File: config.mk
export PLATFORM = sky130hd
export DESIGN_NAME = multicycle_control_unit_flat
export DESIGN_NICKNAME = d
export VERILOG_FILES = /design/src/rtl/multicycle_control_unit_if.sv /design/src/rtl/multicycle_control_unit.sv /design/src/flat_wrapper.sv
export SDC_FILE = /design/constraint.sdc
export NUM_CORES = 1
export LEC_CHECK = 0
export ABC_AREA = 0
export BUFFER_PORTS_ARGS = -buffer_cell sky130_fd_sc_hd__buf_2
export CELL_PAD_IN_SITES_DETAIL_PLACEMENT = 2
export CELL_PAD_IN_SITES_GLOBAL_PLACEMENT = 2
export CORE_MARGIN = 5
export CORE_UTILIZATION = 30
export CTS_BUF_LIST = sky130_fd_sc_hd__clkbuf_4 sky130_fd_sc_hd__clkbuf_8
export CTS_CLUSTER_DIAMETER = 100
export DETAILED_ROUTE_END_ITERATION = 6
export PLACE_DENSITY = 0.9
export SLEW_MARGIN = 20
export SYNTH_ARGS = -nofsm -noshare
export SYNTH_HDL_FRONTEND = slang
export SYNTH_SLANG_ARGS = --single-unit
File: constraint.sdc
create_clock -name clk -period 2.9 [get_ports clk]
set_clock_uncertainty 0.05 [all_clocks]
set_input_delay 0.29 -clock clk [delete_from_list [all_inputs] [get_ports clk]]
set_output_delay 0.29 -clock clk [all_outputs]
set_load 0.02 [all_outputs]
File: src/rtl/multicycle_control_unit_if.sv
// Control-unit bus: instruction fields and status coming in, datapath enables
// and the memory request going out. The control unit takes the master side;
// the datapath/memory model takes the slave side.
interface multicycle_control_unit_if #(
    parameter int ALU_CTRL_W = 3
);
    // Instruction fields and datapath/memory status
    logic [5:0]            opcode;
    logic [5:0]            funct;
    logic                  zero;
    logic                  mem_ready;

    // Memory handshake
    logic                  mem_req;
    logic                  mem_we;
    logic                  iord;

    // Datapath enables and selects
    logic                  ir_we;
    logic                  pc_we;
    logic [1:0]            pc_src;
    logic                  reg_we;
    logic [1:0]            reg_dst;
    logic [1:0]            mem_to_reg;
    logic                  alu_src_a;
    logic [1:0]            alu_src_b;
    logic [ALU_CTRL_W-1:0] alu_control;

    // Status flags
    logic                  instr_done;
    logic                  illegal_op;
    logic                  mem_fault;

    modport master (
        input  opcode, funct, zero, mem_ready,
        output mem_req, mem_we, iord, ir_we, pc_we, pc_src, reg_we, reg_dst,
               mem_to_reg, alu_src_a, alu_src_b, alu_control,
               instr_done, illegal_op, mem_fault
    );

    modport slave (
        output opcode, funct, zero, mem_ready,
        input  mem_req, mem_we, iord, ir_we, pc_we, pc_src, reg_we, reg_dst,
               mem_to_reg, alu_src_a, alu_src_b, alu_control,
               instr_done, illegal_op, mem_fault
    );
endinterface

File: src/rtl/multicycle_control_unit.sv
// Multi-cycle control unit. Sequences each instruction through an FSM over
// several clocks and drives per-state datapath enables. Memory accesses use a
// req/ready handshake guarded by a wait-state timeout that parks the unit in
// an absorbing FAULT state. Outputs are decoded from the state, except ir_we,
// pc_we and instr_done, which in memory/branch states also depend on
// mem_ready/zero in the same cycle.
module multicycle_control_unit #(
    parameter int ALU_CTRL_W = 3,
    parameter int TIMEOUT    = 15,  // max wait cycles per access, 0 = no timeout
    parameter int CNT_W      = 4    // must be wide enough to hold TIMEOUT
) (
    input  logic clk,
    input  logic rst_n,
    multicycle_control_unit_if.master bus
);

    typedef enum logic [3:0] {
        S_FETCH,
        S_DECODE,
        S_EXEC_R,
        S_R_WB,
        S_EXEC_I,
        S_I_WB,
        S_MEM_ADDR,
        S_MEM_RD,
        S_MEM_WB,
        S_MEM_WR,
        S_BRANCH,
        S_JAL,
        S_JR,
        S_FAULT
    } state_t;

    // Opcodes
    localparam logic [5:0] OP_RTYPE = 6'b000000;
    localparam logic [5:0] OP_ADDI  = 6'b001000;
    localparam logic [5:0] OP_LW    = 6'b100011;
    localparam logic [5:0] OP_SW    = 6'b101011;
    localparam logic [5:0] OP_BEQ   = 6'b000100;
    localparam logic [5:0] OP_BNE   = 6'b000101;
    localparam logic [5:0] OP_JAL   = 6'b000011;

    // R-type function codes
    localparam logic [5:0] FN_ADD = 6'b100000;
    localparam logic [5:0] FN_SUB = 6'b100010;
    localparam logic [5:0] FN_AND = 6'b100100;
    localparam logic [5:0] FN_OR  = 6'b100101;
    localparam logic [5:0] FN_SLT = 6'b101010;
    localparam logic [5:0] FN_SLL = 6'b000000;
    localparam logic [5:0] FN_SRL = 6'b000010;
    localparam logic [5:0] FN_JR  = 6'b001000;

    // ALU operation codes
    localparam logic [ALU_CTRL_W-1:0] ALU_AND = ALU_CTRL_W'(3'b000);
    localparam logic [ALU_CTRL_W-1:0] ALU_OR  = ALU_CTRL_W'(3'b001);
    localparam logic [ALU_CTRL_W-1:0] ALU_ADD = ALU_CTRL_W'(3'b010);
    localparam logic [ALU_CTRL_W-1:0] ALU_SUB = ALU_CTRL_W'(3'b110);
    localparam logic [ALU_CTRL_W-1:0] ALU_SLT = ALU_CTRL_W'(3'b111);
    localparam logic [ALU_CTRL_W-1:0] ALU_SLL = ALU_CTRL_W'(3'b011);
    localparam logic [ALU_CTRL_W-1:0] ALU_SRL = ALU_CTRL_W'(3'b100);

    // Datapath select encodings
    localparam logic [1:0] PC_SRC_ALU  = 2'b00;
    localparam logic [1:0] PC_SRC_BR   = 2'b01;
    localparam logic [1:0] PC_SRC_JMP  = 2'b10;
    localparam logic [1:0] PC_SRC_RS   = 2'b11;
    localparam logic [1:0] DST_RT      = 2'b00;
    localparam logic [1:0] DST_RD      = 2'b01;
    localparam logic [1:0] DST_R31     = 2'b10;
    localparam logic [1:0] WB_ALUOUT   = 2'b00;
    localparam logic [1:0] WB_MDR      = 2'b01;
    localparam logic [1:0] WB_PC       = 2'b10;
    localparam logic [1:0] SRC_B_RT    = 2'b00;
    localparam logic [1:0] SRC_B_FOUR  = 2'b01;
    localparam logic [1:0] SRC_B_IMM   = 2'b10;
    localparam logic [1:0] SRC_B_IMMSH = 2'b11;

    localparam logic [CNT_W-1:0] TIMEOUT_CNT = CNT_W'(TIMEOUT);
    localparam bit               TIMEOUT_EN  = (TIMEOUT != 0);

    // True for the R-type functions the ALU implements (JR handled separately)
    function automatic logic is_alu_funct(input logic [5:0] fn);
        case (fn)
            FN_ADD, FN_SUB, FN_AND, FN_OR, FN_SLT, FN_SLL, FN_SRL: return 1'b1;
            default:                                              return 1'b0;
        endcase
    endfunction

    // ALU operation for an R-type function code
    function automatic logic [ALU_CTRL_W-1:0] alu_for_funct(input logic [5:0] fn);
        case (fn)
            FN_ADD:  return ALU_ADD;
            FN_SUB:  return ALU_SUB;
            FN_AND:  return ALU_AND;
            FN_OR:   return ALU_OR;
            FN_SLT:  return ALU_SLT;
            FN_SLL:  return ALU_SLL;
            FN_SRL:  return ALU_SRL;
            default: return ALU_ADD;
        endcase
    endfunction

    state_t             state;
    state_t             state_next;
    logic [CNT_W-1:0]   wait_cnt;
    logic               in_mem_state;
    logic               timed_out;

    logic                  mem_req;
    logic                  mem_we;
    logic                  iord;
    logic                  ir_we;
    logic                  pc_we;
    logic [1:0]            pc_src;
    logic                  reg_we;
    logic [1:0]            reg_dst;
    logic [1:0]            mem_to_reg;
    logic                  alu_src_a;
    logic [1:0]            alu_src_b;
    logic [ALU_CTRL_W-1:0] alu_control;
    logic                  instr_done;
    logic                  illegal_op;

    // Every state that waits on mem_ready; the wait counter only runs here
    assign in_mem_state = (state == S_FETCH) || (state == S_MEM_RD) || (state == S_MEM_WR);

    // Access has waited TIMEOUT cycles already and memory is still not ready
    assign timed_out = TIMEOUT_EN && in_mem_state && !bus.mem_ready &&
                       (wait_cnt == TIMEOUT_CNT);

    // State register; async reset aborts any instruction in flight
    always_ff @(posedge clk or negedge rst_n) begin
        if (!rst_n) begin
            state <= S_FETCH;
        end else begin
            state <= state_next;
        end
    end

    // Wait counter: counts not-ready cycles of the current access. Any cycle
    // outside a memory state (or a completing cycle) clears it, so it always
    // starts at zero on entry to the next access.
    always_ff @(posedge clk or negedge rst_n) begin
        if (!rst_n) begin
            wait_cnt <= '0;
        end else if (in_mem_state && !bus.mem_ready) begin
            wait_cnt <= wait_cnt + 1'b1;
        end else begin
            wait_cnt <= '0;
        end
    end

    // Next-state and per-state output decode
    always_comb begin
        state_next  = state;
        mem_req     = 1'b0;
        mem_we      = 1'b0;
        iord        = 1'b0;
        ir_we       = 1'b0;
        pc_we       = 1'b0;
        pc_src      = PC_SRC_ALU;
        reg_we      = 1'b0;
        reg_dst     = DST_RT;
        mem_to_reg  = WB_ALUOUT;
        alu_src_a   = 1'b0;
        alu_src_b   = SRC_B_RT;
        alu_control = ALU_AND;
        instr_done  = 1'b0;
        illegal_op  = 1'b0;

        unique case (state)
            S_FETCH: begin
                // PC + 4 computed while the instruction word is read
                mem_req     = 1'b1;
                alu_src_b   = SRC_B_FOUR;
                alu_control = ALU_ADD;
                if (bus.mem_ready) begin
                    ir_we      = 1'b1;
                    pc_we      = 1'b1;
                    state_next = S_DECODE;
                end else if (timed_out) begin
                    state_next = S_FAULT;
                end
            end

            S_DECODE: begin
                // Branch target computed speculatively into ALUOut
                alu_src_b   = SRC_B_IMMSH;
                alu_control = ALU_ADD;
                case (bus.opcode)
                    OP_RTYPE: begin
                        if (bus.funct == FN_JR) begin
                            state_next = S_JR;
                        end else if (is_alu_funct(bus.funct)) begin
                            state_next = S_EXEC_R;
                        end else begin
                            illegal_op = 1'b1;
                            state_next = S_FETCH;
                        end
                    end
                    OP_ADDI:       state_next = S_EXEC_I;
                    OP_LW, OP_SW:  state_next = S_MEM_ADDR;
                    OP_BEQ, OP_BNE: state_next = S_BRANCH;
                    OP_JAL:        state_next = S_JAL;
                    default: begin
                        illegal_op = 1'b1;
                        state_next = S_FETCH;
                    end
                endcase
            end

            S_EXEC_R: begin
                alu_src_a   = 1'b1;
                alu_src_b   = SRC_B_RT;
                alu_control = alu_for_funct(bus.funct);
                state_next  = S_R_WB;
            end

            S_R_WB: begin
                reg_we     = 1'b1;
                reg_dst    = DST_RD;
                mem_to_reg = WB_ALUOUT;
                instr_done = 1'b1;
                state_next = S_FETCH;
            end

            S_EXEC_I: begin
                alu_src_a   = 1'b1;
                alu_src_b   = SRC_B_IMM;
                alu_control = ALU_ADD;
                state_next  = S_I_WB;
            end

            S_I_WB: begin
                reg_we     = 1'b1;
                reg_dst    = DST_RT;
                mem_to_reg = WB_ALUOUT;
                instr_done = 1'b1;
                state_next = S_FETCH;
            end

            S_MEM_ADDR: begin
                alu_src_a   = 1'b1;
                alu_src_b   = SRC_B_IMM;
                alu_control = ALU_ADD;
                state_next  = (bus.opcode == OP_LW) ? S_MEM_RD : S_MEM_WR;
            end

            S_MEM_RD: begin
                mem_req = 1'b1;
                iord    = 1'b1;
                if (bus.mem_ready) begin
                    state_next = S_MEM_WB;
                end else if (timed_out) begin
                    state_next = S_FAULT;
                end
            end

            S_MEM_WB: begin
                reg_we     = 1'b1;
                reg_dst    = DST_RT;
                mem_to_reg = WB_MDR;
                instr_done = 1'b1;
                state_next = S_FETCH;
            end

            S_MEM_WR: begin
                mem_req = 1'b1;
                mem_we  = 1'b1;
                iord    = 1'b1;
                if (bus.mem_ready) begin
                    instr_done = 1'b1;
                    state_next = S_FETCH;
                end else if (timed_out) begin
                    state_next = S_FAULT;
                end
            end

            S_BRANCH: begin
                // rs - rt; the ALU zero flag decides the PC write this cycle
                alu_src_a   = 1'b1;
                alu_src_b   = SRC_B_RT;
                alu_control = ALU_SUB;
                pc_src      = PC_SRC_BR;
                pc_we       = (bus.opcode == OP_BEQ) ? bus.zero : !bus.zero;
                instr_done  = 1'b1;
                state_next  = S_FETCH;
            end

            S_JAL: begin
                reg_we     = 1'b1;
                reg_dst    = DST_R31;
                mem_to_reg = WB_PC;
                pc_we      = 1'b1;
                pc_src     = PC_SRC_JMP;
                instr_done = 1'b1;
                state_next = S_FETCH;
            end

            S_JR: begin
                pc_we      = 1'b1;
                pc_src     = PC_SRC_RS;
                instr_done = 1'b1;
                state_next = S_FETCH;
            end

            S_FAULT: begin
                // Absorbing: everything stays off until rst_n
                state_next = S_FAULT;
            end

            default: begin
                state_next = S_FETCH;
            end
        endcase
    end

    // While rst_n is low every output is forced off, so the mem_ready-gated
    // enables of FETCH cannot leak a write and mem_req only rises on release.
    assign bus.mem_req     = rst_n & mem_req;
    assign bus.mem_we      = rst_n & mem_we;
    assign bus.iord        = rst_n & iord;
    assign bus.ir_we       = rst_n & ir_we;
    assign bus.pc_we       = rst_n & pc_we;
    assign bus.pc_src      = rst_n ? pc_src : 2'b00;
    assign bus.reg_we      = rst_n & reg_we;
    assign bus.reg_dst     = rst_n ? reg_dst : 2'b00;
    assign bus.mem_to_reg  = rst_n ? mem_to_reg : 2'b00;
    assign bus.alu_src_a   = rst_n & alu_src_a;
    assign bus.alu_src_b   = rst_n ? alu_src_b : 2'b00;
    assign bus.alu_control = rst_n ? alu_control : '0;
    assign bus.instr_done  = rst_n & instr_done;
    assign bus.illegal_op  = rst_n & illegal_op;

    // Sticky fault: FAULT is absorbing and only the async reset leaves it
    assign bus.mem_fault   = (state == S_FAULT);

endmodule
File: src/flat_wrapper.sv
// flat-port wrapper written by rule: the top's interface ports become plain ports
module multicycle_control_unit_flat 
#(
    parameter int ALU_CTRL_W = 3,
    parameter int TIMEOUT    = 15,                                               
    parameter int CNT_W      = 4                                          
)
  (clk, rst_n, bus_opcode, bus_funct, bus_zero, bus_mem_ready, bus_mem_req, bus_mem_we, bus_iord, bus_ir_we, bus_pc_we, bus_pc_src, bus_reg_we, bus_reg_dst, bus_mem_to_reg, bus_alu_src_a, bus_alu_src_b, bus_alu_control, bus_instr_done, bus_illegal_op, bus_mem_fault);
  multicycle_control_unit_if #(.ALU_CTRL_W(ALU_CTRL_W)) bus_i ();
  input  logic clk;
  input  logic rst_n;
  input wire logic [$bits(bus_i.opcode)-1:0] bus_opcode;
  input wire logic [$bits(bus_i.funct)-1:0] bus_funct;
  input wire logic [$bits(bus_i.zero)-1:0] bus_zero;
  input wire logic [$bits(bus_i.mem_ready)-1:0] bus_mem_ready;
  output wire logic [$bits(bus_i.mem_req)-1:0] bus_mem_req;
  output wire logic [$bits(bus_i.mem_we)-1:0] bus_mem_we;
  output wire logic [$bits(bus_i.iord)-1:0] bus_iord;
  output wire logic [$bits(bus_i.ir_we)-1:0] bus_ir_we;
  output wire logic [$bits(bus_i.pc_we)-1:0] bus_pc_we;
  output wire logic [$bits(bus_i.pc_src)-1:0] bus_pc_src;
  output wire logic [$bits(bus_i.reg_we)-1:0] bus_reg_we;
  output wire logic [$bits(bus_i.reg_dst)-1:0] bus_reg_dst;
  output wire logic [$bits(bus_i.mem_to_reg)-1:0] bus_mem_to_reg;
  output wire logic [$bits(bus_i.alu_src_a)-1:0] bus_alu_src_a;
  output wire logic [$bits(bus_i.alu_src_b)-1:0] bus_alu_src_b;
  output wire logic [$bits(bus_i.alu_control)-1:0] bus_alu_control;
  output wire logic [$bits(bus_i.instr_done)-1:0] bus_instr_done;
  output wire logic [$bits(bus_i.illegal_op)-1:0] bus_illegal_op;
  output wire logic [$bits(bus_i.mem_fault)-1:0] bus_mem_fault;
  assign bus_i.opcode = bus_opcode;
  assign bus_i.funct = bus_funct;
  assign bus_i.zero = bus_zero;
  assign bus_i.mem_ready = bus_mem_ready;
  assign bus_mem_req = bus_i.mem_req;
  assign bus_mem_we = bus_i.mem_we;
  assign bus_iord = bus_i.iord;
  assign bus_ir_we = bus_i.ir_we;
  assign bus_pc_we = bus_i.pc_we;
  assign bus_pc_src = bus_i.pc_src;
  assign bus_reg_we = bus_i.reg_we;
  assign bus_reg_dst = bus_i.reg_dst;
  assign bus_mem_to_reg = bus_i.mem_to_reg;
  assign bus_alu_src_a = bus_i.alu_src_a;
  assign bus_alu_src_b = bus_i.alu_src_b;
  assign bus_alu_control = bus_i.alu_control;
  assign bus_instr_done = bus_i.instr_done;
  assign bus_illegal_op = bus_i.illegal_op;
  assign bus_mem_fault = bus_i.mem_fault;
  multicycle_control_unit #(.ALU_CTRL_W(ALU_CTRL_W), .TIMEOUT(TIMEOUT), .CNT_W(CNT_W)) u_core (.clk(clk), .rst_n(rst_n), .bus(bus_i));
endmodule
==> results of run 1 <==
-- cells in the mapped netlist, drive strengths merged (3+ instances only) --
| master | number |
|---|---|
| a211oi | 5 |
| a21boi | 3 |
| a21oi | 6 |
| and2 | 3 |
| buf | 4 |
| clkbuf | 8 |
| dfrtp | 8 |
| inv | 4 |
| nand2 | 14 |
| nand2b | 5 |
| nand3 | 5 |
| nand3b | 4 |
| nor2 | 16 |
| nor2b | 7 |
| nor3 | 12 |
| nor4 | 5 |
| nor4b | 3 |
| o21ai | 9 |
| o31ai | 3 |
-- registers in the layout, indices dropped and copies added, names as in the netlist --
signal,cells
u_core.state,4
u_core.wait_cnt,4
-- layer usage --
metal	global-route usage [%]	share of wire (%)
met5	0	0
met4	3.76	0.69
met3	1.82	2.6
met2	29.2	51
met1	21.0	46
-- area by class of cell --
cell class	count	area share (%)
Clock buffer	3	3.01
Inverter	4	1.09
Multi-Input combinational cell	138	62.5
Sequential cell	8	14.6
Tap cell	48	4.38
Timing Repair Buffer	38	14.4
-- per-stage QoR --
step / area [um^2] / power, mW / util, %
2_1_floorplan: 1130 / 0.448 / -
3_3_place_gp: 1320 / 0.535 / 36.1
3_5_place_dp: 1320 / 0.572 / 36.1
4_1_cts: 1370 / 0.710 / 37.5
5_1_grt: 1370 / 0.757 / 37.5
6_report: 1370 / 0.702 / 37.5
-- power groups by stage --
stage	Sequential (mW)	Clock, mW	Combinational (mW)
5_1_grt	0.222	0.144	0.391
6_report	0.215	0.135	0.352
4_1_cts	0.214	0.138	0.358
3_5_place_dp	0.217	0	0.355
3_3_place_gp	0.209	0	0.327
2_1_floorplan	0.150	0	0.298
-- logic make-up (layout without fill, tap and decap cells) --
group	after synthesis	in the layout	share of synthesized area [%]
and+or+nand+nor	92	92	47.1
AOI/OAI and AO/OA	41	41	24.6
buffers and inverters	16	45	6.31
DFF	8	8	17.7
xor gates and xnor gates	3	3	2.33
adders and majority gates	1	1	1.11
muxes	1	1	0.886
-- tightest hold or removal path, cell delays in order --
cell	delay [ns]
buf_2	0.17
or2_2	0.16
nor2_1	0.04
-- timing repair --
item / CTS / global route
setup buffers: 0 / 0
setup endpoints to repair: 0 / 0
hold endpoints to repair: 8 / 0
hold buffers: 1 / 0
-- path summary, 6_finish.rpt --
| check | end | cells after the start |
|---|---|---|
| worst max-delay path | bus_illegal_op | 6 |
| worst min-delay path | u_core.wait_cnt[0]$_DFF_PN0_ | 3 |
| worst max register to register | u_core.state[2]$_DFF_PN0_ | 4 |
| worst min register to register | u_core.wait_cnt[0]$_DFF_PN0_ | 1 |
| max in group asynchronous | u_core.state[3]$_DFF_PN0_ | 2 |
| min in group asynchronous | u_core.wait_cnt[0]$_DFF_PN0_ | 2 |
==> metrics.txt, run 1 <==
CP arrival 2.03 ns; via count 1347; final hold slack 0.416 ns; CP cell instances dlygate4sd3_1, buf_2, nand2_1, a211oi_1, o31a_1, buf_2; Critical path buffers and inverters 3; crit path kind in2out; full die area 0.00509 mm^2; total wire length 4.20 mm; RSZ-0062 raised after global routing no; Final Non-Filler Cells 239; vias per cell 5.64; Crit Path Max Fanout 21; num ports 37; FP Rows 22; switch share 49.0%; pin count of the biggest net entering global routing 25; Syn Std Cell Area 0.00113 mm^2; Slowest cell on crit path dlygate4sd3_1; fmax 0.423 GHz; Fill cells 464; Comb power frac 50.2%; Layout area overhead 21.5%; Leakage Power 0.568 nW; worst vdd ir 0.158 mV; Initial Util 30.9%; crit path from rst_n; Synth Area per Inst 6.97 um^2; status finished clean; Syn Nets 179; GR Util All Layers 16.4%; register share of total power 30.7%; CP Data Required Time 2.56 ns; Cell Pwr Density 512 mW/mm^2; Die X 71.4 um; Setup Viol. Count Final 0; CTS tree done; CP most frequent cell buf_2; max cap viols 0; Area contributors post-synth dfrtp_1 (18%), nor3_1 (5.3%), nor2_1 (5.3%); P_int 0.358 mW; EDFF count, synth 0; Slew Viols, Final 0; area of the multi-input gates 858 um^2; reg-to-reg startpoint u_core.state[0]$_DFF_PN0_; Distinct cells, synth 50; Worst-Margin Slew 0.762 ns; DR pass1 iterations 4; 1st-iter DRT viols 55; CTS Buf Count 3; Final Hold Viols 0; Clk pin slew, worst setup/hold paths 0.04 ns; Max transition margin 49.2%; Worst R2R Setup Slack 0.86 ns; port bufs 36; commonest non-fill, non-tap cell in the layout buf_2; Yosys warning total 0; Syn Inst Count 162; Clock Power Share 19.2%; setup ws final 0.535 ns; Clock Latency Late Sink 0.23 ns; Placement Setup Slack 0.651 ns; flops & latches, synth 8; grt ovf 0; core area 0.00366 mm^2; hold_sp bus_mem_ready; Placed Instances 235; placer congestion estimate 0.945; Avg WL per Cell 17.6 um; Die Y 71.4 um; ANT nets after route 0; sequential cell area 200 um^2; Tightest Hold Check Type in2reg; H-tree level count 1; CP delay by family, top buffers and inverters; CTS root buf clkbuf_8; Main synth FF type dfrtp_1; CP Capture Type primary output; Clock Sinks 8; fin crit share 81.6%; top cell type by total area after synthesis dfrtp_1; Synth top area share 17.7%; Startpoint Class primary input; commonest cells after routing, fill and taps aside buf_2 (36), nor2_1 (16), nand2_1 (14); first-pass GRT wire length 6.91 mm; Max clock buf depth 2; Final min period 2.37 ns; setup TNS 0 ns; sequential share of the synthesized area 17.7%; vias in the first global route 1452; Synth async-reset ratio 100%; layout cells sized above 1 24.6%; crit-path max cell delay 0.52 ns; # diodes 0; Final #Nets 210; post-cts sizing count 0; initial antenna violation count 0; Residual DRC 0; dpl hpwl 3.26 mm; Switching Power 0.344 mW
Power figures use the tool's default switching activity.
==> run 2: changes to the inputs <==
--- a/config.mk
+++ b/config.mk
@@ -10,11 +10,11 @@
 export CELL_PAD_IN_SITES_DETAIL_PLACEMENT = 2
 export CELL_PAD_IN_SITES_GLOBAL_PLACEMENT = 2
 export CORE_MARGIN = 5
-export CORE_UTILIZATION = 30
+export CORE_UTILIZATION = 28
 export CTS_BUF_LIST = sky130_fd_sc_hd__clkbuf_4 sky130_fd_sc_hd__clkbuf_8
 export CTS_CLUSTER_DIAMETER = 100
 export DETAILED_ROUTE_END_ITERATION = 6
-export PLACE_DENSITY = 0.9
+export PLACE_DENSITY = 0.85
 export SLEW_MARGIN = 20
 export SYNTH_ARGS = -nofsm -noshare
 export SYNTH_HDL_FRONTEND = slang
==> constraint.sdc (replaced) <==
create_clock -name clk -period 2.2 [get_ports clk]
set_clock_uncertainty 0.05 [all_clocks]
set_input_delay 0.22 -clock clk [delete_from_list [all_inputs] [get_ports clk]]
set_output_delay 0.22 -clock clk [all_outputs]
set_load 0.02 [all_outputs]
==> run 2 against run 1 <==
  * Power is 35% higher
  * Largest power group unchanged
  * First-iteration DRC count is 42% lower
  * Global-route usage is 0.26 points lower
  * Via count is 1.8% higher
  * Sequential power is 15% higher
  * Non-clock buffer count is 6 higher
  * Sequential cell count stayed put
  * Design area is 4.1% higher
  * Sequential share of layout area is 0.49 points lower
  * Register-to-register slack worse by 0.51 ns
==> metrics.txt, run 2 (synthesized netlist as in run 1, its figures left out) <==
setup TNS 0 ns (unchanged); Worst-Margin Slew 0.556 ns (-0.207 ns); CP arrival 1.81 ns (-0.22 ns); port bufs 36 (unchanged); grt peak-use layer met2; DR pass1 iterations 4 (unchanged); Setup Viol. Count Final 0 (unchanged); placer congestion estimate 0.907 (-4.1%); met3 global-route usage 2.19% (+0.37 points); Startpoint Class primary input; RR Endpoint u_core.state[2]$_DFF_PN0_; FP Rows 23 (+4.5%); Residual DRC 0 (unchanged); Tightest Hold Check Type in2reg; final hold slack 0.321 ns (-0.0950 ns); Max transition margin 62.6% (+13 points); Final Non-Filler Cells 247 (+3.3%); CP Capture Type primary output; # diodes 0 (unchanged); Clk pin slew, worst setup/hold paths 0.04 ns (about the same); routing usage on met2 29.8% (+0.64 points); CTS tree done; Crit Path Max Fanout 15 (-29%); switch share 47.4% (-1.6 points); via count 1371 (+1.8%); Die Y 73.5 um (+3.0%); first-pass GRT wire length 6.91 mm (unchanged); core area 0.00394 mm^2 (+7.7%); Comb power frac 55.2% (+5.0 points); dpl hpwl 3.37 mm (+3.4%); max cap viols 0 (unchanged); grt ovf 0 (unchanged); H-tree level count 1 (unchanged); Clock Latency Late Sink 0.23 ns (about the same); RSZ-0062 raised after global routing no; CTS root buf clkbuf_8; Layout area overhead 26.5%; Slowest cell on crit path dlygate4sd3_1; CTS Buf Count 3 (unchanged); layout cells sized above 1 27.9% (+3.3 points); worst reg2reg path depth 4 (unchanged); vias in the first global route 1496 (+3.0%); Worst Hold Path EP u_core.state[0]$_DFF_PN0_; Fill cells 479 (+3.2%); fmax 0.480 GHz; Final #Nets 216 (+2.9%); Initial Util 28.7% (-2.2 points); 1st-iter DRT viols 32 (-42%); commonest cells after routing, fill and taps aside buf_2 (36), nor2_1 (16), nand2_1 (14); Die X 73.5 um (+3.0%); status finished clean; depth of the worst hold-timing path 4 (+1); num ports 37 (unchanged); initial antenna violation count 0 (unchanged); post-CTS setup repair buffer count 0 (unchanged); fin crit share 94.8%; Avg WL per Cell 17.0 um (-3.4%); Leakage Power 0.598 nW (+5.2%); worst vdd ir 0.173 mV (+9.4%); total wire length 4.19 mm (-0.12%); vias per cell 5.55 (-1.5%); CP Data Required Time 1.93 ns (-0.63 ns); CP most frequent cell buf_2; P_int 0.499 mW (+39%); Final Hold Viols 0 (unchanged); Regs by FF count u_core.state (4), u_core.wait_cnt (4); reg-to-reg startpoint u_core.state[1]$_DFF_PN0_; setup ws final 0.115 ns (-0.419 ns); Max clock buf depth 2 (unchanged); Clock Sinks 8 (unchanged); Placement Setup Slack 0.149 ns (-0.502 ns); hold_sp bus_opcode[5]; Final min period 2.08 ns; Clock Power Share 18.7% (-0.5 points); Final Util 36.2% (-1.2 points); commonest non-fill, non-tap cell in the layout buf_2; met1 global-route usage 19.0% (-2.0 points); Switching Power 0.449 mW (+31%); Slew Viols, Final 0 (unchanged); Placed Instances 243 (+3.4%); crit path kind in2out; ANT nets after route 0 (unchanged); Worst R2R Setup Slack 0.35 ns (-0.51 ns); pin count of the biggest net entering global routing 18 (-28%); register share of total power 26.1% (-4.6 points); Cell Pwr Density 663 mW/mm^2 (+30%); full die area 0.00541 mm^2 (+6.1%); GR Util All Layers 16.1% (-0.26 points); CP cell instances dlygate4sd3_1, buf_2, nand2_1, a211oi_1, o31a_1, buf_2; crit-path max cell delay 0.52 ns (about the same)
[run 2: cell count changes in the layout (fill, tap and decap cells not counted), sizes merged]
| cell | change |
|---|---|
| buf | +6 |
[run 2: power by group through the flow]
stage               Combinational, mW  Sequential [mW]  Clock [mW]
CTS                             0.529            0.246       0.185
global placement                0.504            0.243           0
finish                          0.523            0.248       0.177
floorplan                       0.393            0.198           0
global route                    0.581            0.255       0.193
detailed placement              0.524            0.248           0
[run 2: worst max-delay path: cells and delay by family]
kind / cells / cell delay, ns
AO/OA/AOI/OAI: 2 / 0.45
AND/OR/NAND/NOR: 1 / 0.19
buffers and inverters: 3 / 0.96
[run 2: how the worst max path moves through the flow]
| stage | cells past startpoint | end | slack [ns] | start |
|---|---|---|---|---|
| after global routing | 6 | bus_illegal_op | 0.005 | rst_n |
| final | 6 | bus_illegal_op | 0.12 | rst_n |
| after global placement | 6 | bus_pc_we | 0.16 | bus_opcode[1] |
| after CTS | 6 | bus_illegal_op | 0.10 | rst_n |
| after detailed placement | 6 | bus_pc_we | 0.15 | bus_opcode[1] |
| after floorplan | 5 | bus_alu_control[0] | 0.27 | u_core.state[3]$_DFF_PN0_ |
[run 2: layout make-up]
cell class,count,area (um^2),area share [%]
multi-input combinational,138,866,60.6
clock buffer,3,41.3,2.89
sequential,8,201,14.1
inverter,4,15.0,1.05
timing repair buffer,44,243,17.0
tap,50,62.6,4.38
[run 2: metal layers]
metal,vias to the layer above,part of all wire [%]
li1,675,-
met1,664,45
met2,25,50
met3,7,3.2
met4,0,1.4
met5,-,0
[run 2: metrics by stage]
stage	power (mW)	cell area, um^2
2_1_floorplan	0.591	1130
4_1_cts	0.960	1420
3_3_place_gp	0.747	1370
5_1_grt	1.03	1430
3_5_place_dp	0.772	1370
6_report	0.948	1430
[run 2: repair_timing]
action | CTS | global route
gates resized for setup | 0 | 3
hold endpoints to repair | 2 | 0
hold buffers | 1 | 0
setup endpoints to repair | 0 | 2
